===== src/rtl/exu_issue_ctrl_pkg.sv =====
// Shared types and default sizes for the EXU issue controller.
package exu_issue_ctrl_pkg;

    localparam int unsigned ISSUE_AW    = 32;
    localparam int unsigned ISSUE_DW    = 32;
    localparam int unsigned ISSUE_DEPTH = 4;

    // One buffered fetch slot.
    typedef struct packed {
        logic [ISSUE_AW-1:0] pc;
        logic [ISSUE_DW-1:0] ir;
    } issue_ent_t;

    typedef enum logic [1:0] {
        RUN    = 2'd0,
        REDIR  = 2'd1,
        SETTLE = 2'd2
    } issue_state_e;

endpackage


===== src/rtl/exu_issue_ctrl_issue_fifo.sv =====
// In-order issue queue: DEPTH entries, wrapping pointers, flush clears everything.
module issue_fifo
    import exu_issue_ctrl_pkg::*;
#(
    parameter int unsigned DEPTH = ISSUE_DEPTH
) (
    input  logic       clk,
    input  logic       rst_n,
    input  logic       wr_en,
    input  issue_ent_t wr_data,
    input  logic       rd_en,
    input  logic       flush,
    output issue_ent_t rd_data,
    output logic       full,
    output logic       empty
);

    localparam int unsigned PW = $clog2(DEPTH);
    localparam int unsigned CW = PW + 1;

    issue_ent_t    mem [DEPTH];
    logic [PW-1:0] wr_ptr;
    logic [PW-1:0] rd_ptr;
    logic [CW-1:0] count;
    logic          wr_ok;
    logic          rd_ok;

    assign full    = (count == CW'(DEPTH));
    assign empty   = (count == '0);
    assign wr_ok   = wr_en & ~full & ~flush;
    assign rd_ok   = rd_en & ~empty & ~flush;
    assign rd_data = mem[rd_ptr];

    // Storage write; contents need no reset since count gates visibility.
    always_ff @(posedge clk) begin
        if (wr_ok) begin
            mem[wr_ptr] <= wr_data;
        end
    end

    // Pointers and occupancy; flush wins over any same-cycle push/pop.
    always_ff @(posedge clk or negedge rst_n) begin
        if (!rst_n) begin
            wr_ptr <= '0;
            rd_ptr <= '0;
            count  <= '0;
        end else if (flush) begin
            wr_ptr <= '0;
            rd_ptr <= '0;
            count  <= '0;
        end else begin
            if (wr_ok) begin
                wr_ptr <= wr_ptr + PW'(1);
            end
            if (rd_ok) begin
                rd_ptr <= rd_ptr + PW'(1);
            end
            case ({wr_ok, rd_ok})
                2'b10:   count <= count + CW'(1);
                2'b01:   count <= count - CW'(1);
                default: count <= count;
            endcase
        end
    end

endmodule


===== src/rtl/exu_issue_ctrl.sv =====
// Issue sequencer between fetch and EXU: queues {pc, ir}, issues in order,
// flushes and redirects fetch on a taken EXU response.
// Optional macro EXU_ISSUE_BYPASS_EN: zero-latency issue straight from fetch
// when the queue is empty.
module exu_issue_ctrl
    import exu_issue_ctrl_pkg::*;
#(
    parameter int unsigned AW    = ISSUE_AW,
    parameter int unsigned DW    = ISSUE_DW,
    parameter int unsigned DEPTH = ISSUE_DEPTH
) (
    input  logic          clk,
    input  logic          rst_n,
    input  logic          ifu_vld,
    output logic          ifu_rdy,
    input  logic [AW-1:0] ifu_pc,
    input  logic [DW-1:0] ifu_ir,
    output logic          exu_req_vld,
    input  logic          exu_req_rdy,
    output logic [AW-1:0] exu_req_pc,
    output logic [DW-1:0] exu_req_ir,
    input  logic          exu_rsp_taken,
    input  logic [AW-1:0] exu_rsp_offset,
    output logic          redir_vld,
    output logic [AW-1:0] redir_pc,
    output logic          busy
);

    issue_state_e  state_q;
    issue_state_e  state_d;
    logic          rdy_en_q;
    logic          redir_vld_q;
    logic          redir_vld_d;
    logic [AW-1:0] redir_pc_q;
    logic [AW-1:0] redir_pc_d;
    logic          flush_c;

    issue_ent_t    wr_ent;
    issue_ent_t    head;
    logic          fifo_full;
    logic          fifo_empty;
    logic          run;
    logic          byp;
    logic          enq;
    logic          deq;

    assign run = (state_q == RUN);

`ifdef EXU_ISSUE_BYPASS_EN
    assign byp = rdy_en_q & run & fifo_empty & ifu_vld;
`else
    assign byp = 1'b0;
`endif

    assign ifu_rdy     = rdy_en_q & run & ~fifo_full;
    assign exu_req_vld = run & (~fifo_empty | byp);
    assign exu_req_pc  = byp ? ifu_pc : head.pc;
    assign exu_req_ir  = byp ? ifu_ir : head.ir;
    assign enq         = ifu_vld & ifu_rdy;
    assign deq         = exu_req_vld & exu_req_rdy;
    assign busy        = ~fifo_empty | ~run;
    assign redir_vld   = redir_vld_q;
    assign redir_pc    = redir_pc_q;
    assign wr_ent      = '{pc: ifu_pc, ir: ifu_ir};

    // A bypassed instruction the EXU accepts never enters the queue.
    issue_fifo #(
        .DEPTH (DEPTH)
    ) u_fifo (
        .clk     (clk),
        .rst_n   (rst_n),
        .wr_en   (enq & ~(byp & exu_req_rdy)),
        .wr_data (wr_ent),
        .rd_en   (deq & ~byp),
        .flush   (flush_c),
        .rd_data (head),
        .full    (fifo_full),
        .empty   (fifo_empty)
    );

    // State, redirect register and the post-reset ready enable.
    always_ff @(posedge clk or negedge rst_n) begin
        if (!rst_n) begin
            state_q     <= RUN;
            rdy_en_q    <= 1'b0;
            redir_vld_q <= 1'b0;
            redir_pc_q  <= '0;
        end else begin
            state_q     <= state_d;
            rdy_en_q    <= 1'b1;
            redir_vld_q <= redir_vld_d;
            redir_pc_q  <= redir_pc_d;
        end
    end

    // Next state: taken issue flushes and enters REDIR, then SETTLE absorbs stale fetch.
    always_comb begin
        state_d     = state_q;
        redir_vld_d = 1'b0;
        redir_pc_d  = redir_pc_q;
        flush_c     = 1'b0;
        case (state_q)
            RUN: begin
                if (deq & exu_rsp_taken) begin
                    flush_c     = 1'b1;
                    redir_vld_d = 1'b1;
                    redir_pc_d  = exu_req_pc + exu_rsp_offset;
                    state_d     = REDIR;
                end
            end
            REDIR:   state_d = SETTLE;
            SETTLE:  state_d = RUN;
            default: state_d = RUN;
        endcase
    end

endmodule


===== config.mk =====
export PLATFORM = sky130hd
export DESIGN_NAME = exu_issue_ctrl
export DESIGN_NICKNAME = d
export VERILOG_FILES = /design/src/rtl/exu_issue_ctrl_pkg.sv /design/src/rtl/exu_issue_ctrl_issue_fifo.sv /design/src/rtl/exu_issue_ctrl.sv
export SDC_FILE = /design/constraint.sdc
export NUM_CORES = 1
export LEC_CHECK = 0
export ABC_AREA = 1
export CORE_ASPECT_RATIO = 1.25
export CORE_UTILIZATION = 45
export CTS_CLUSTER_DIAMETER = 40
export CTS_CLUSTER_SIZE = 24
export DETAILED_ROUTE_END_ITERATION = 8
export GPL_ROUTABILITY_DRIVEN = 0
export PLACE_DENSITY = 0.68
export SLEW_MARGIN = 20
export SYNTH_ARGS = -nofsm -noshare
export SYNTH_HDL_FRONTEND = slang
export SYNTH_HIERARCHICAL = 1
export SYNTH_SLANG_ARGS = --single-unit

===== constraint.sdc =====
create_clock -name clk -period 9.53 [get_ports clk]
set_clock_uncertainty 0.1 [all_clocks]
set_input_delay 2.3825 -clock clk [delete_from_list [all_inputs] [get_ports clk]]
set_output_delay 2.3825 -clock clk [all_outputs]
set_load 0.03 [all_outputs]

## Word-level counts from Yosys, hierarchy flattened

Memory sizes are Yosys's and may differ from the RTL's.
Index checks and enable logic that the tools add are counted.

| storage, ports and cells | value |
|---|---|
| register bits after elaboration | 43 |
| bits in latches | 0 |
| RAM bits | 256 |
| ROM bits | 0 |
| input bits | 101 |
| output and inout port bits | 100 |
| logic and storage cells | 51 |
| memories | 1 |

Memories:

| name | depth | bits a word | rd ports | clocked after Yosys merged registers in | wr ports | RTL line | text |
|---|---|---|---|---|---|---|---|
| u_fifo.mem | 4 | 64 | 1 | 0 | 1 | exu_issue_ctrl_issue_fifo.sv:21 | `issue_ent_t mem [DEPTH];` |

| operators by class | value |
|---|---|
| $add $sub $neg | 5 |
| multiply operators | 0 |
| div/mod/pow operators | 0 |
| order comparisons | 0 |
| equal/unequal tests | 5 |
| shift-type cells | 0 |
| multiplexer cells | 12 |
| bitwise logic cells | 15 |
| reduce and logical (&&, ||, !) cells | 6 |

Operators with widths:

| operator | count |
|---|---|
| $add A32 B32 Y32 | 1 |
| $and A1 B1 Y1 | 10 |
| $mux W2 | 5 |
| $pmux W3 S2 | 1 |
| $add A2 B1 Y2 const B | 2 |
| $eq A2 B1 Y1 const B | 2 |
| $mux W1 | 4 |
| $not A1 Y1 | 4 |
| $pmux W2 S2 | 1 |
| $reduce_bool A2 Y1 | 2 |
| $add A3 B1 Y3 const B | 1 |
| $eq A3 B3 Y1 const B | 1 |
| $logic_not A3 Y1 | 1 |
| $mux W3 | 1 |
| $reduce_bool A3 Y1 | 1 |
| $sub A3 B1 Y3 const B | 1 |
| $eq A2 B2 Y1 const B | 1 |
| $logic_not A2 Y1 | 1 |
| $ne A2 B1 Y1 const B | 1 |
| $reduce_and A2 Y1 | 1 |
| $or A1 B1 Y1 | 1 |

## Logic depth before layout (Yosys ltp)

Gate-level depths: netlist of the first run.

| depth | value |
|---|---|
| word-level depth | 12 |
| gate-level depth with buffers | 19 |
| mapped depth without buffers | 16 |

## Cells and area by module

Netlist of the first run, hierarchy kept.

Modules (own cells, without submodules):

| module | times used | cells each | area each (um^2) | seq. area each (um^2) |
|---|---|---|---|---|
| issue_fifo | 1 | 685 | 9,970.8 | 7,862.5 |
| exu_issue_ctrl | 1 | 626 | 3,731.1 | 900.9 |

## Worst setup path after synthesis of the first run

No wires, ideal clock.

| timing | value |
|---|---|
| path type | input to register |
| start | in exu_req_rdy |
| end | mem u_fifo/mem[0][0] (netlist name) (enable) |
| library setup time | 0.487 ns |
| arrival time | 5.876 ns |
| required time | 8.943 ns |
| path slack | 3.068 ns |
| stages | 7 |
| path buffers | 1 |
| cell sequence | nor3b_4 -> nand2_2 -> clkinv_2 -> buf_6 -> inv_1 -> nand3_2 -> nor2_1 |

| on the way | value |
|---|---|
| longest elaborated chain between the ends | 8 |

RTL lines:

| item | RTL line | text |
|---|---|---|
| from (decl) | exu_issue_ctrl.sv:19 | `input logic exu_req_rdy,` |
| $and A1 B1 Y1 | exu_issue_ctrl.sv:60 | `assign deq = exu_req_vld & exu_req_rdy;` |
| $and A1 B1 Y1 | exu_issue_ctrl.sv:104 | `if (deq & exu_rsp_taken) begin` |
| $mux W1 | exu_issue_ctrl.sv:104 |  |
| $mux W1 | exu_issue_ctrl.sv:102 | `case (state_q)` |
| via flush_c | exu_issue_ctrl.sv:36 | `logic flush_c;` |
| $not A1 Y1 | exu_issue_ctrl_issue_fifo.sv:30 | `assign wr_ok = wr_en & ~full & ~flush;` |
| $and A1 B1 Y1 | exu_issue_ctrl_issue_fifo.sv:30 |  |
| $mux W1 | exu_issue_ctrl_issue_fifo.sv:36 | `if (wr_ok) begin` |
| $mux W1 (not written as such) | exu_issue_ctrl_issue_fifo.sv:37 | `mem[wr_ptr] <= wr_data;` |
| to (decl) | exu_issue_ctrl_issue_fifo.sv:21 |  |

The timed path passes the listed nets, and every way through them passes these cells.

## Final worst setup path of the first run

| timing | value |
|---|---|
| start | reg u_fifo.rd_ptr[0] |
| end | out exu_req_pc[1] |

| on the way | value |
|---|---|
| longest elaborated chain between the ends | 1 |

RTL lines:

| item | RTL line | text |
|---|---|---|
| from (decl) | exu_issue_ctrl_issue_fifo.sv:23 | `logic [PW-1:0] rd_ptr;` |
| from (signal assigned) | exu_issue_ctrl_issue_fifo.sv:56 | `rd_ptr <= rd_ptr + PW'(1);` |
| $mem_v2 Z4 W64 | - |  |
| to (decl) | exu_issue_ctrl.sv:20 | `output logic [AW-1:0] exu_req_pc,` |

Every way passes these cells.

==> flow_summary.json, run 1 <==
{
  "stdcell_area_um2": 17110,
  "criticalPathCategory": "reg -> out",
  "synth_area_um2": 13700,
  "worst_r2r_path_depth": 10,
  "avgViaCountPerCell": 5.116,
  "worst_ep_arrival_time_ns": 3.84,
  "wl_per_cell_um": 16.72,
  "period_needed_ns": 6.320,
  "p_leak_uw": 0.006728,
  "cts_resized": 0,
  "gr-usage-all-layers_pct": 21.03,
  "start_kind": "flip-flop",
  "hold_path_end": "state_q[1]$_DFFE_PN0P_",
  "synth_top_cell_area_share_pct": 56.10,
  "root_buffer": "clkbuf_16",
  "r2r_slack_ns": 4.85,
  "hold_depth": 1,
  "drc_errors": 0,
  "antenna_left": 0,
  "synth_seq_area_share_pct": 63.96,
  "busiest_layer": "met2",
  "worstPathMaxFanout": 78,
  "synth_top_area_cell": "edfxtp_1",
  "cp-end-kind": "output pin",
  "hp-start": "state_q[1]$_DFFE_PN0P_",
  "cp.required_ns": 7.05,
  "grt_pass1_vias": 9644,
  "cts_hold_buf": 0,
  "rows": 71,
  "r2r-end": "u_fifo/mem[0][29]$_DFFE_PP_",
  "ios": 201,
  "dieArea_um2": 31160,
  "met2_usage_pct": 37.66,
  "ys_top_cells_by_area": "edfxtp_1 (56%), nand2_1 (7.9%), dfrtp_1 (7.9%)",
  "synth.most_common_cell": "nand2_1",
  "final.setup.tns_ns": 0,
  "n_fill_cell": 2642,
  "drive_above_1_share_pct": 6.074,
  "synth_edf_count": 256,
  "place_area_um2": 15960,
  "slew_headroom_pct": 32.67,
  "drtPass1Iterations": 5,
  "synth_warnings": 6,
  "synthFlopType": "edfxtp_1",
  "max-vdd-ir-drop_v": 0.0001622,
  "register_area_um2": 8768,
  "p_per_area_nw_per_um2": 359.8,
  "antenna_found_initial": 2,
  "synthArstFlopShare_pct": 14.38,
  "ys_top_cells_by_count": "nand2_1 (287), edfxtp_1 (256), nor2_1 (179)",
  "maxCapViolCount": 0,
  "clk_pin_slew_worst_paths_ns": 0.05,
  "dp.cells": 1871,
  "clock.fmax_mhz": 158.2,
  "io_buffers": 200,
  "synth_nets": 1449,
  "clockBufferDepth": 3,
  "synth_seq_cells": 299,
  "rsz0062_at_grt": "no",
  "hp-class": "reg -> reg",
  "overflow": 0,
  "final_cells": 1933,
  "htree_levels": 2,
  "fin_nets": 1644,
  "synthCells": 1311,
  "vias": 9889,
  "hpwl_um": 22080,
  "worstMarginPinSlew_ns": 1.008,
  "wl_um": 32310,
  "drt-initial-drc-count": 507,
  "die_x_um": 158.1,
  "post_cts_buffers": 0,
  "grt_max_degree": 86,
  "coreArea_um2": 30030,
  "grt_pass1_wl_um": 49670,
  "multiInputGateArea_um2": 4149,
  "synthToLayoutAreaGrowth_pct": 24.84,
  "worstSkewPairLatency_ns": 0.52,
  "grt_use_met1_pct": 24.56,
  "final-setup-viol-count": 0,
  "die_height_um": 197.1,
  "cts_tree": "built",
  "period_share_pct": 66.31,
  "synth_cell_types": 37,
  "hold_viol": 0,
  "r2r_start": "u_fifo/count[0]$_DFFE_PN0P_",
  "initial_core_util_pct": 45.63,
  "grt.met3_usage_pct": 3.620,
  "numCtsBuffers": 34,
  "slew_violations": 0,
  "outcome": "finished, final reports clean",
  "avgSynthCellArea_um2": 10.45,
  "clock-sinks": 299
}
-- cell type report --
| cell class | instances | share of cell area [%] |
|---|---|---|
| multi-input combinational | 836 | 24.26 |
| antenna | 1 | 0.01463 |
| sequential | 299 | 51.26 |
| clock inverter | 23 | 1.500 |
| inverter | 127 | 2.809 |
| timing repair buffer | 208 | 12.04 |
| clock buffer | 38 | 5.186 |
| tap | 401 | 2.933 |
-- how the worst max path moves through the flow --
stage / start / to / slack [ns] / cells after the start
3_3_place_gp: exu_req_rdy / u_fifo/mem[0][25]$_DFFE_PP_ / 2.83 / 8
6_report: u_fifo/rd_ptr[0]$_DFFE_PN0P_ / exu_req_pc[1] / 3.21 / 5
5_1_grt: exu_req_rdy / u_fifo/mem[0][30]$_DFFE_PP_ / 2.98 / 8
4_1_cts: u_fifo/rd_ptr[0]$_DFFE_PN0P_ / exu_req_pc[1] / 3.18 / 5
3_5_place_dp: exu_req_rdy / u_fifo/mem[0][29]$_DFFE_PP_ / 2.75 / 8
2_1_floorplan: exu_req_rdy / u_fifo/mem[0][0]$_DFFE_PP_ / 3.07 / 7
-- metal layers --
layer  part of all wire, %  vias up
met2                    52      239
li1                      -     4874
met3                   4.8       66
met1                    40     4708
met5                 0.034        -
met4                   3.5        2
-- placed cells by master, fill, tap and decap left out, types with 9 or more instances in the layout --
| cell type | netlist | final |
|---|---|---|
| nand2_1 | 287 | 287 |
| clkbuf_16 | 0 | 35 |
| nor2_1 | 179 | 175 |
| clkdlybuf4s50_1 | 0 | 199 |
| o21ai_1 | 58 | 58 |
| nand3_1 | 46 | 46 |
| buf_4 | 4 | 9 |
| inv_1 | 123 | 122 |
| edfxtp_1 | 256 | 256 |
| a21oi_1 | 24 | 24 |
| o22ai_1 | 64 | 64 |
| xnor2_1 | 15 | 15 |
| dfrtp_1 | 43 | 41 |
| ha_1 | 35 | 35 |
| o21ai_0 | 89 | 89 |
-- stage by stage --
step | hold WS, ns | worst slack (ns) | util [%] | power, µW
6_report | 0.3457 | 3.210 | 56.97 | 6155
5_1_grt | 0.3668 | 2.975 | 56.96 | 6550
4_1_cts | 0.3479 | 3.180 | 56.95 | 6203
3_5_place_dp | 0.3417 | 2.747 | 53.14 | 4884
3_3_place_gp | 0.3311 | 2.834 | 53.14 | 4844
2_1_floorplan | 0.3205 | 3.068 | - | 3822
-- critical path, cell delays in order (launching register included) --
cell             delay [ns]
dfrtp_4                0.68
inv_4                  0.48
buf_4                  0.73
o21ai_1                0.14
o22ai_1                0.48
clkdlybuf4s50_1        0.79
-- cell families (layout without fill, tap and decap cells) --
| logic type | count (synthesis) | in the layout | share of synthesized area [%] |
|---|---|---|---|
| xor+xnor | 16 | 16 | 1.023 |
| fa+ha+maj | 37 | 37 | 3.488 |
| simple gates | 540 | 540 | 15.95 |
| flops | 299 | 299 | 63.96 |
| other cells | 1 | 2 | 0.02737 |
| compound gates | 242 | 242 | 9.570 |
| buf+inv | 176 | 396 | 5.981 |
-- report_power, final --
group	leakage [µW]	switching, µW	internal [µW]
clock network	0.000552	528	773
logic	0.00333	2050	1110
registers	0.00285	94.2	1600
total	0.00673	2670	3480
-- sequential cells by signal (all words and copies together) (netlist names) --
register,flops
redir_pc,32
u_fifo/count,3
u_fifo/rd_ptr,2
state_q,2
redir_vld,1
rdy_en_q,1
u_fifo/mem,256
u_fifo/wr_ptr,2
(Power assumes the default switching activity.)
==> run 2: changes to the inputs <==
==> constraint.sdc (replaced) <==
create_clock -name clk -period 6.02 [get_ports clk]
set_clock_uncertainty 0.1 [all_clocks]
set_input_delay 1.505 -clock clk [delete_from_list [all_inputs] [get_ports clk]]
set_output_delay 1.505 -clock clk [all_outputs]
set_load 0.03 [all_outputs]
==> flow_summary.json, run 2 (synthesized netlist as in run 1, its figures left out) <==
{
  "grt_pass1_wl_um": 50890,
  "grt_use_met1_pct": 24.56,
  "path_cells": "inv_4 -> buf_4 -> o21ai_1 -> o22ai_1 -> clkdlybuf4s50_1",
  "grt_pass1_vias": 9827,
  "initial_core_util_pct": 45.63,
  "clk_pin_slew_worst_paths_ns": 0.06,
  "largest_register": "u_fifo/mem",
  "dp_slack_ns": 1.380,
  "hold_viol": 0,
  "dieArea_um2": 31160,
  "cp-end-kind": "output pin",
  "hp-class": "reg -> reg",
  "largest_reg_flops": 256,
  "post_cts_buffers": 0,
  "maxCapViolCount": 0,
  "postLayoutCoreUtil_pct": 57.47,
  "drive_above_1_share_pct": 6.701,
  "clock.fmax_mhz": 192.2,
  "met2_usage_pct": 39.09,
  "fin_nets": 1649,
  "worstMarginPinSlew_ns": 1.011,
  "io_buffers": 200,
  "die_height_um": 197.1,
  "die_x_um": 158.1,
  "grt.met3_usage_pct": 3.905,
  "rows": 71,
  "grt_max_degree": 82,
  "final-setup-viol-count": 0,
  "period_share_pct": 86.44,
  "synthToLayoutAreaGrowth_pct": 25.93,
  "cts_tree": "built",
  "worst_r2r_path_depth": 12,
  "avgViaCountPerCell": 5.140,
  "worstSkewPairLatency_ns": 0.53,
  "antenna_left": 0,
  "hold_depth": 1,
  "p_leak_uw": 0.006804,
  "criticalPathCategory": "reg -> out",
  "vias": 9976,
  "max-vdd-ir-drop_v": 0.0003154,
  "final.setup.tns_ns": 0,
  "final_common_cell": "nand2_1",
  "htree_levels": 2,
  "wl_per_cell_um": 17.01,
  "crit_family": "buffers and inverters",
  "ios": 201,
  "layout_common_cells": "nand2_1 (287), edfxtp_1 (256), clkdlybuf4s50_1 (199)",
  "cts_resized": 0,
  "slew_headroom_pct": 32.58,
  "period_needed_ns": 5.204,
  "outcome": "finished, final reports clean",
  "gr-usage-all-layers_pct": 21.56,
  "clockBufferDepth": 3,
  "overflow": 0,
  "cts_hold_buf": 0,
  "coreArea_um2": 30030,
  "antenna_found_initial": 4,
  "rsz0062_at_grt": "no",
  "crit_path_max_incr_delay_ns": 0.78,
  "fin_ws_ns": 0.8162,
  "drc_errors": 0,
  "busiest_layer": "met2",
  "root_buffer": "clkbuf_16",
  "p_per_area_nw_per_um2": 573.5,
  "start_kind": "flip-flop",
  "path_buf_inv": 3,
  "clock-sinks": 299,
  "worstPathMaxFanout": 81,
  "wl_um": 33020,
  "drt-initial-drc-count": 515,
  "slew_violations": 0,
  "cp.depth": 5,
  "hpwl_um": 22080,
  "numCtsBuffers": 35,
  "drtPass1Iterations": 7,
  "critPathSlowestCell": "inv_4",
  "finalPower_uw": 9896,
  "worst_ep_arrival_time_ns": 3.60,
  "cp.required_ns": 4.41
}
run 2: per-stage QoR:
| step | instance area [µm²] | instances | hold slack [ns] |
|---|---|---|---|
| floorplan | 13700 | 1311 | 0.3205 |
| global placement | 16010 | 1875 | 0.3306 |
| detailed placement | 16010 | 1875 | 0.3431 |
| CTS | 17250 | 1938 | 0.3503 |
| global route | 17250 | 1940 | 0.3649 |
| finish | 17260 | 1941 | 0.3464 |
run 2: report_power, final:
part           switching, µW  internal, µW  total (µW)
Combinational           3220          1760        4980
Sequential               178          2530        2710
Clock                    921          1280        2200
run 2: worst paths after layout:
path / start / to / slack (ns)
min in group asynchronous: rst_n / redir_pc[2]$_DFFE_PN0P_ / 0.88
setup reg to reg: u_fifo/rd_ptr[0]$_DFFE_PN0P_ / redir_pc[16]$_DFFE_PN0P_ / 2.11
max in group asynchronous: rst_n / u_fifo/rd_ptr[0]$_DFFE_PN0P_ / 4.50
setup / recovery: u_fifo/rd_ptr[0]$_DFFE_PN0P_ / exu_req_ir[19] / 0.82
hold / removal: state_q[1]$_DFFE_PN0P_ / state_q[1]$_DFFE_PN0P_ / 0.35
hold reg to reg: state_q[1]$_DFFE_PN0P_ / state_q[1]$_DFFE_PN0P_ / 0.35
run 2: worst register-to-register path, cell delays in order (launching register included):
cell and delay (ns):
dfrtp_4 0.93, inv_4 0.56, o21ai_1 0.30, o22ai_1 0.19
ha_1 0.28, fa_1 0.45, nand3_1 0.12, nand3_1 0.17
a21oi_1 0.31, o21ai_0 0.18, nand2_1 0.09, nand2_1 0.05
o21ai_1 0.12
run 2: layout make-up:
cell class | count | area [µm²]
diodes | 3 | 7.507
clock buffers | 38 | 908.4
clock inverters | 25 | 325.3
fillers | 2563 | 12770
inverters | 127 | 480.5
multi-input cells | 836 | 4149
flip-flops and latches | 299 | 8768
well taps | 401 | 501.7
repair buffers | 212 | 2115
run 2: routing by layer:
| metal | vias up | share of wire (%) | wire (µm) |
|---|---|---|---|
| met5 | - | 0.033 | 11 |
| met4 | 2 | 3.2 | 1053 |
| li1 | 4900 | - | - |
| met3 | 71 | 5.8 | 1923 |
| met2 | 277 | 53 | 17420 |
| met1 | 4726 | 38 | 12610 |
